--- config.mk ---
export PLATFORM = sky130hd
export DESIGN_NAME = ifetch_ctrl
export DESIGN_NICKNAME = d
export VERILOG_FILES = /design/src/rtl/ifetch_ctrl.sv
export SDC_FILE = /design/constraint.sdc
export NUM_CORES = 1
export LEC_CHECK = 0
export CAP_MARGIN = 20
export CORE_ASPECT_RATIO = 1.25
export CORE_MARGIN = 3
export CORE_UTILIZATION = 45
export CTS_CLUSTER_SIZE = 25
export DETAILED_ROUTE_END_ITERATION = 10
export PLACE_DENSITY_LB_ADDON = 0.15
export REMOVE_ABC_BUFFERS = 1
export SLEW_MARGIN = 20
export SYNTH_ARGS = -nofsm -noshare
export SYNTH_HDL_FRONTEND = slang
export SYNTH_SLANG_ARGS = --single-unit
--- constraint.sdc ---
create_clock -name clk -period 2.9 [get_ports clk]
set_input_delay 0.29 -clock clk [delete_from_list [all_inputs] [get_ports clk]]
set_output_delay 0.29 -clock clk [all_outputs]
set_load 0.005 [all_outputs]
--- src/rtl/ifetch_ctrl.sv ---
// Instruction-fetch sequencer: sequential ROM fetch, prefetch FIFO, valid/ready delivery, redirect flush.
// Optional build macro IFETCH_PERF_EN adds perf_fetch_cnt / perf_stall_cnt counters.
module ifetch_ctrl #(
    parameter int unsigned MEM_LATENCY = 2,
    parameter int unsigned FIFO_DEPTH  = 2,
    parameter logic [31:0] RESET_PC    = 32'h0000_0000
) (
    input  logic        clk,
    input  logic        rst,
    output logic [31:0] mem_addr,
    output logic        mem_req,
    input  logic [31:0] mem_rdata,
    input  logic        redirect,
    input  logic [31:0] redirect_pc,
    output logic        inst_valid,
    output logic [31:0] inst,
    output logic [31:0] inst_pc,
    input  logic        inst_ready,
`ifdef IFETCH_PERF_EN
    output logic [31:0] perf_fetch_cnt,
    output logic [31:0] perf_stall_cnt,
`endif
    output logic [1:0]  dbg_state
);
    localparam int unsigned WW = (MEM_LATENCY > 1) ? $clog2(MEM_LATENCY) : 1;
    localparam int unsigned PW = $clog2(FIFO_DEPTH);
    localparam int unsigned CW = PW + 1;
    localparam logic [WW-1:0] LAST = WW'(MEM_LATENCY - 1);
    localparam logic [CW-1:0] FULL = CW'(FIFO_DEPTH);

    // dbg_state encoding: 0 = IDLE, 1 = FETCH, 2 = STALL
    typedef enum logic [1:0] {
        IDLE  = 2'd0,
        FETCH = 2'd1,
        STALL = 2'd2
    } state_t;

    state_t        state_q, state_d;
    logic [31:0]   fetch_pc_q, fetch_pc_d;
    logic [WW-1:0] wait_cnt_q, wait_cnt_d;
    logic [PW-1:0] wr_ptr_q, wr_ptr_d;
    logic [PW-1:0] rd_ptr_q, rd_ptr_d;
    logic [CW-1:0] count_q, count_d;
    logic [31:0]   fifo_inst_q [FIFO_DEPTH];
    logic [31:0]   fifo_pc_q   [FIFO_DEPTH];
    logic          pop, at_last, slot_ok, push;

    // Handshake: a word transfers on every edge where inst_valid && inst_ready; the head
    // is held unchanged while inst_valid is high and inst_ready is low.
    assign inst_valid = (count_q != '0);
    assign inst       = inst_valid ? fifo_inst_q[rd_ptr_q] : 32'h0;
    assign inst_pc    = inst_valid ? fifo_pc_q[rd_ptr_q]   : 32'h0;
    assign mem_addr   = fetch_pc_q;
    assign mem_req    = (state_q == FETCH);
    assign dbg_state  = state_q;

    always_comb begin
        pop     = inst_valid && inst_ready;
        at_last = (state_q == FETCH) && (wait_cnt_q == LAST);
        slot_ok = (count_q != FULL) || pop;
        push    = at_last && slot_ok && !redirect;

        state_d    = state_q;
        fetch_pc_d = fetch_pc_q;
        wait_cnt_d = wait_cnt_q;
        wr_ptr_d   = push ? wr_ptr_q + 1'b1 : wr_ptr_q;
        rd_ptr_d   = pop  ? rd_ptr_q + 1'b1 : rd_ptr_q;
        count_d    = count_q + CW'(push) - CW'(pop);

        case (state_q)
            IDLE:  state_d = FETCH;
            FETCH: begin
                if (at_last && slot_ok) begin
                    fetch_pc_d = fetch_pc_q + 32'd4;
                    wait_cnt_d = '0;
                    state_d    = (count_d != FULL) ? FETCH : STALL;
                end else if (at_last) begin
                    // No room for the word: abandon this access and retry after a pop.
                    wait_cnt_d = '0;
                    state_d    = STALL;
                end else begin
                    wait_cnt_d = wait_cnt_q + 1'b1;
                end
            end
            STALL: if (pop) state_d = FETCH;
            default: state_d = IDLE;
        endcase

        if (redirect) begin
            state_d    = FETCH;
            fetch_pc_d = {redirect_pc[31:2], 2'b00};
            wait_cnt_d = '0;
            wr_ptr_d   = '0;
            rd_ptr_d   = '0;
            count_d    = '0;
        end
    end

    always_ff @(posedge clk) begin
        if (!rst) begin
            state_q    <= IDLE;
            fetch_pc_q <= RESET_PC;
            wait_cnt_q <= '0;
            wr_ptr_q   <= '0;
            rd_ptr_q   <= '0;
            count_q    <= '0;
        end else begin
            state_q    <= state_d;
            fetch_pc_q <= fetch_pc_d;
            wait_cnt_q <= wait_cnt_d;
            wr_ptr_q   <= wr_ptr_d;
            rd_ptr_q   <= rd_ptr_d;
            count_q    <= count_d;
        end
    end

    // Storage needs no reset; the head outputs are masked to zero while empty.
    always_ff @(posedge clk) begin
        if (push) begin
            fifo_inst_q[wr_ptr_q] <= mem_rdata;
            fifo_pc_q[wr_ptr_q]   <= fetch_pc_q;
        end
    end

`ifdef IFETCH_PERF_EN
    logic [31:0] perf_fetch_cnt_q, perf_fetch_cnt_d;
    logic [31:0] perf_stall_cnt_q, perf_stall_cnt_d;

    always_comb begin
        perf_fetch_cnt_d = perf_fetch_cnt_q + (push ? 32'd1 : 32'd0);
        perf_stall_cnt_d = perf_stall_cnt_q + ((state_q == STALL) ? 32'd1 : 32'd0);
    end

    always_ff @(posedge clk) begin
        if (!rst) begin
            perf_fetch_cnt_q <= '0;
            perf_stall_cnt_q <= '0;
        end else begin
            perf_fetch_cnt_q <= perf_fetch_cnt_d;
            perf_stall_cnt_q <= perf_stall_cnt_d;
        end
    end

    assign perf_fetch_cnt = perf_fetch_cnt_q;
    assign perf_stall_cnt = perf_stall_cnt_q;
`endif
endmodule

Yosys cells after proc, flatten, opt, wreduce, memory -nomap -nowiden
Memories as Yosys holds them, arrays and structs flattened. A register that Yosys moved wholly into a read port is not among the register bits. Index checks and enable logic that the tools add are counted.

Bitwise gates (word level): 1. Multiplexer cells: 19. Equal/unequal tests: 8. Reductions and logical operators: 15. Add/subtract/negate cells: 6.

Operators by type and width (number): 2-to-1 mux 32 bit (5); adder 32 x 3 -> 32 bit, second input constant (1); 2-to-1 mux 1 bit (9); 2-to-1 mux 2 bit (4); AND reduction 2 bit (4); != test 2 bit, second input constant (3); case mux 2 bit (3 select lines) (1); nonzero test 2 bit (3); logical AND 1 bit (4); != test 4 x 1 -> 1 bit, second input constant (1); adder 1 bit, second input constant (3); != test 3 x 1 -> 1 bit, second input constant (1); != test 3 bit, second input constant (1); adder 2 x 1 -> 2 bit (1); equality test 2 x 1 -> 1 bit, second input constant (1); equality test 2 bit, second input constant (1); logical NOT 2 bit (1); OR reduction 2 bit (1); subtractor 2 x 1 -> 2 bit (1); logical NOT 1 bit (1); logical OR 1 bit (1); NOT 1 bit (1).

Memories kept: 2. Logic and storage cells: 59. Bits in writable memories: 128. Bits of input ports: 68. Register bits: 39. Output and inout bits: 100.

Memories: fifo_inst_q (words 2, bits a word 32, rd ports 1, clocked after memory_dff 1, write ports 1, RTL line 44) `logic [31:0] fifo_inst_q [FIFO_DEPTH];`; fifo_pc_q (words 2, bits a word 32, rd ports 1, clocked after memory_dff 1, write ports 1, RTL line 45) `logic [31:0] fifo_pc_q [FIFO_DEPTH];`.

Depth between registers and ports, before layout
Depth after elaboration: 12. Depth in mapped cells: 12. Gate-level depth less buffers: 10.

Least setup slack after synthesis
OpenSTA, ideal clock, no wires.

Path type: reg2reg. From: register state_q[1] (netlist: dbg_state[1]). To: memory fifo_inst_q[1][0], enable pin. Arrival: 2.462 ns. Stages on the path, launching flop included: 4. Clock period less this slack: 2.889 ns. Slack: 0.011 ns. Data required time: 2.473 ns. Path through: dfxtp_1 nand3b_1 nor2_1 and3_1.

Cells in the longest elaborated chain, start to end: 6.

RTL lines: start: declaration (RTL line 38) `state_t state_q, state_d;`; start signal: assignment (RTL line 108) `state_q <= state_d;`; equality test 2 x 1 -> 1 bit (RTL line 59) `at_last = (state_q == FETCH) && (wait_cnt_q == LAST);`; logical AND 1 bit (RTL line 59); logical AND 1 bit (2 in a row) (RTL line 61) `push = at_last && slot_ok && !redirect;`; 2-to-1 mux 1 bit (RTL line 119) `if (push) begin`; 2-to-1 mux 1 bit (not written as such) (RTL line 120) `fifo_inst_q[wr_ptr_q] <= mem_rdata;`; end: declaration (RTL line 44).

No other way between the ends.

==> impl_metrics.ini <==
[power]
pwr-share-comb_pct = 6.0
p_leak_nw = 3.03
power.switching_mw = 1.09
ir_drop_mv = 0.346
swShare_pct = 20.4
seq_power_share_pct = 48.7
p_int_mw = 4.27
pwr_density_cell_mw_per_mm2 = 561
p_clk_share_pct = 45.3

[route]
drc = 0
wl_per_cell_um = 18.1
vias_per_cell = 5.47
ant_nets = 0
vias = 5141
top_layer = met4
drt_iter0_markers = 328
wl_met2_um = 8610
met1_length_um = 7200
dr.pass1.iters = 7
wl_met3_um = 1040
wl_um = 17000

[logic_synthesis]
synth_edf_count = 124
synth_top_flop_cell = edfxtp_1
ys_warn_count = 0
avgSynthCellArea_um2 = 12.7
seq_area_frac_synth_pct = 63.5
ys_seq_elements = 162
synth_cell_types = 58
syn_inst = 556
synth_area_mm2 = 0.00707
async_flop_share_pct = 0

[clock_network]
path_clk_slew_ns = 0.06
cts_setup_buffers = 0
cts-hold-fix-buffers = 0
clk_latency_ns = 0.41
clock_tree.root_cell = clkbuf_16
cts_buffer_depth = 2
cts_tree = built
htreeDepth = 4
post_cts_resized = 0
cts_buffers = 17
clock_sinks = 162

[worst_setup_path]
worstPathCellList = buf_4 > mux2i_1 > nor2_1 > clkdlybuf4s50_1
critPathCaptureType = primary output
cp-start-kind = flip-flop
crit_path_max_incr_delay_ns = 0.74
cp.depth = 4
crit_buf_inv = 2
rr_worst_depth = 10
arrival_ns = 2.23
critPathTopFamily = buffers and inverters
path_class = flip-flop to primary output
cpMaxStageDelayCell = dfxtp_4
critPathRequiredTime_ns = 2.61
worst-path-max-fanout = 32

[floorplanning]
coreArea_mm2 = 0.0152
die_area_mm2 = 0.0173
rows = 50
initial_core_util_pct = 46.5
chipWidth_um = 118
io_pins = 168
die_h_um = 146

[timing]
final.setup.tns_ns = 0
skew_ns = 0.00655
hold_viol = 0
finalSetupViolations = 0
tightest_slew_ns = 0.603
rsz0062_at_grt = no
holdWs_ns = 0.459
drv_slew = 0
fin_crit_ns = 2.52
max_freq_ghz = 0.397
period_share_pct = 87.0
slew_headroom_pct = 59.8

[layout]
mostFrequentLayoutCell = clkdlybuf4s50_1
syn_to_final_growth_pct = 35.3
fin_nets = 789
num_antenna_cells = 0
finalInstanceArea_mm2 = 0.00956
fin_cells = 939
drive_gt1_share_pct = 8.76
layout_common_cells = clkdlybuf4s50_1, edfxtp_1, nor2_1, mux2i_1, dfxtp_1

[placement]
place_area_mm2 = 0.00892
hpwl_um = 11300
place_inst = 907
gp_congestion = 0.837
io_buffer_count = 161

[job]
drv_cap = 0

[grt]
grt_pass1_vias = 5052
grt_max_degree = 63
gr-usage-all-layers_pct = 19.4
antenna_found_initial = 0
grt-ovfl-total = 0
grt_pass1_wl_um = 26700

[worst_hold_path]
hold_path.class = input port to flip-flop
hold_depth = 1

[run_status]
status = complete, no violations
==> per-layer routing <==
| layer | track usage (%) | up-vias |
|---|---|---|
| li1 | - | 2444 |
| met2 | 33.6 | 203 |
| met4 | 6.39 | 0 |
| met3 | 3.80 | 16 |
| met1 | 24.4 | 2478 |
| met5 | 0 | - |
==> logic make-up (layout without fill, tap and decap cells) <==
| family | Yosys count | after routing | share of synthesized area (%) |
|---|---|---|---|
| and+or+nand+nor | 192 | 192 | 14.6 |
| muxes | 62 | 62 | 8.78 |
| adders and majority gates | 3 | 3 | 0.531 |
| buffers and inverters | 44 | 216 | 3.44 |
| xor gates and xnor gates | 9 | 9 | 1.31 |
| other | 1 | 4 | 0.0531 |
| DFF | 162 | 162 | 63.5 |
| AOI/OAI and AO/OA | 83 | 83 | 7.84 |
==> power by group through the flow <==
stage	sequential [mW]	combinational, mW	clock, mW
finish	2.61	0.324	2.43
global route	2.62	0.351	2.57
CTS	2.61	0.326	2.47
detailed placement	2.66	0.322	0
global placement	2.66	0.316	0
floorplan	2.64	0.103	0
==> synth_stat cells, types with 3 or more instances <==
| cell | instances | area [µm²] |
|---|---|---|
| edfxtp_1 | 124 | 3720 |
| nor2_1 | 79 | 297 |
| mux2i_1 | 62 | 621 |
| dfxtp_1 | 38 | 761 |
| o21ai_0 | 24 | 120 |
| nand2_1 | 16 | 60.1 |
| a31oi_1 | 15 | 93.8 |
| clkbuf_1 | 15 | 56.3 |
| nor4_1 | 13 | 81.3 |
| o31ai_1 | 13 | 97.6 |
| or4_1 | 13 | 97.6 |
| nand4_1 | 11 | 68.8 |
| nand3_1 | 9 | 45.0 |
| buf_2 | 8 | 40.0 |
| a21oi_1 | 7 | 35.0 |
| buf_4 | 6 | 45.0 |
| buf_6 | 6 | 67.6 |
| o211ai_1 | 6 | 45.0 |
| a211oi_1 | 5 | 37.5 |
| and2_1 | 5 | 31.3 |
| and4_1 | 5 | 43.8 |
| inv_1 | 5 | 18.8 |
| or3_1 | 5 | 31.3 |
| and3_1 | 4 | 25.0 |
| nand2_2 | 4 | 25.0 |
| nor2b_1 | 4 | 25.0 |
| xnor2_1 | 4 | 35.0 |
| xor2_1 | 4 | 35.0 |
| ha_1 | 3 | 37.5 |
| nor3_1 | 3 | 15.0 |
| nor3b_1 | 3 | 22.5 |
| o41a_1 | 3 | 33.8 |
==> final timing paths <==
check | slack [ns] | endpoint | start
min | 0.46 | fifo_inst_q[0][1] | mem_rdata[1]
min reg2reg | 0.50 | flip-flop | rd_ptr_q
max reg2reg | 0.66 | dbg_state[1] | count_q[1]
max | 0.38 | inst[5] | flip-flop
==> sequential cells by signal (all words and copies together) (netlist names), named ones only <==
| register | count |
|---|---|
| dbg_state | 2 |
| count_q | 2 |
| wr_ptr_q | 1 |
| fifo_pc_q | 60 |
| wait_cnt_q | 1 |
| rd_ptr_q | 1 |
| fifo_inst_q | 64 |
| mem_addr | 30 |
==> final cells by class <==
type | instances | area, µm²
fillers | 1181 | 5640
repair buffers | 177 | 1780
flip-flops and latches | 162 | 4490
well taps | 208 | 260
inverters | 7 | 26.3
clock buffers | 19 | 433
multi-input cells | 353 | 2360
clock inverters | 13 | 210
==> per-stage QoR <==
step | power, mW | worst slack [ns] | utilization, %
after global placement | 2.98 | 0.485 | 58.7
after CTS | 5.41 | 0.341 | 62.9
after detailed placement | 2.98 | 0.393 | 58.7
after global routing | 5.54 | 0.269 | 62.9
after floorplan | 2.75 | -0.121 | -
final | 5.36 | 0.378 | 62.9
(Power assumes the default switching activity.)
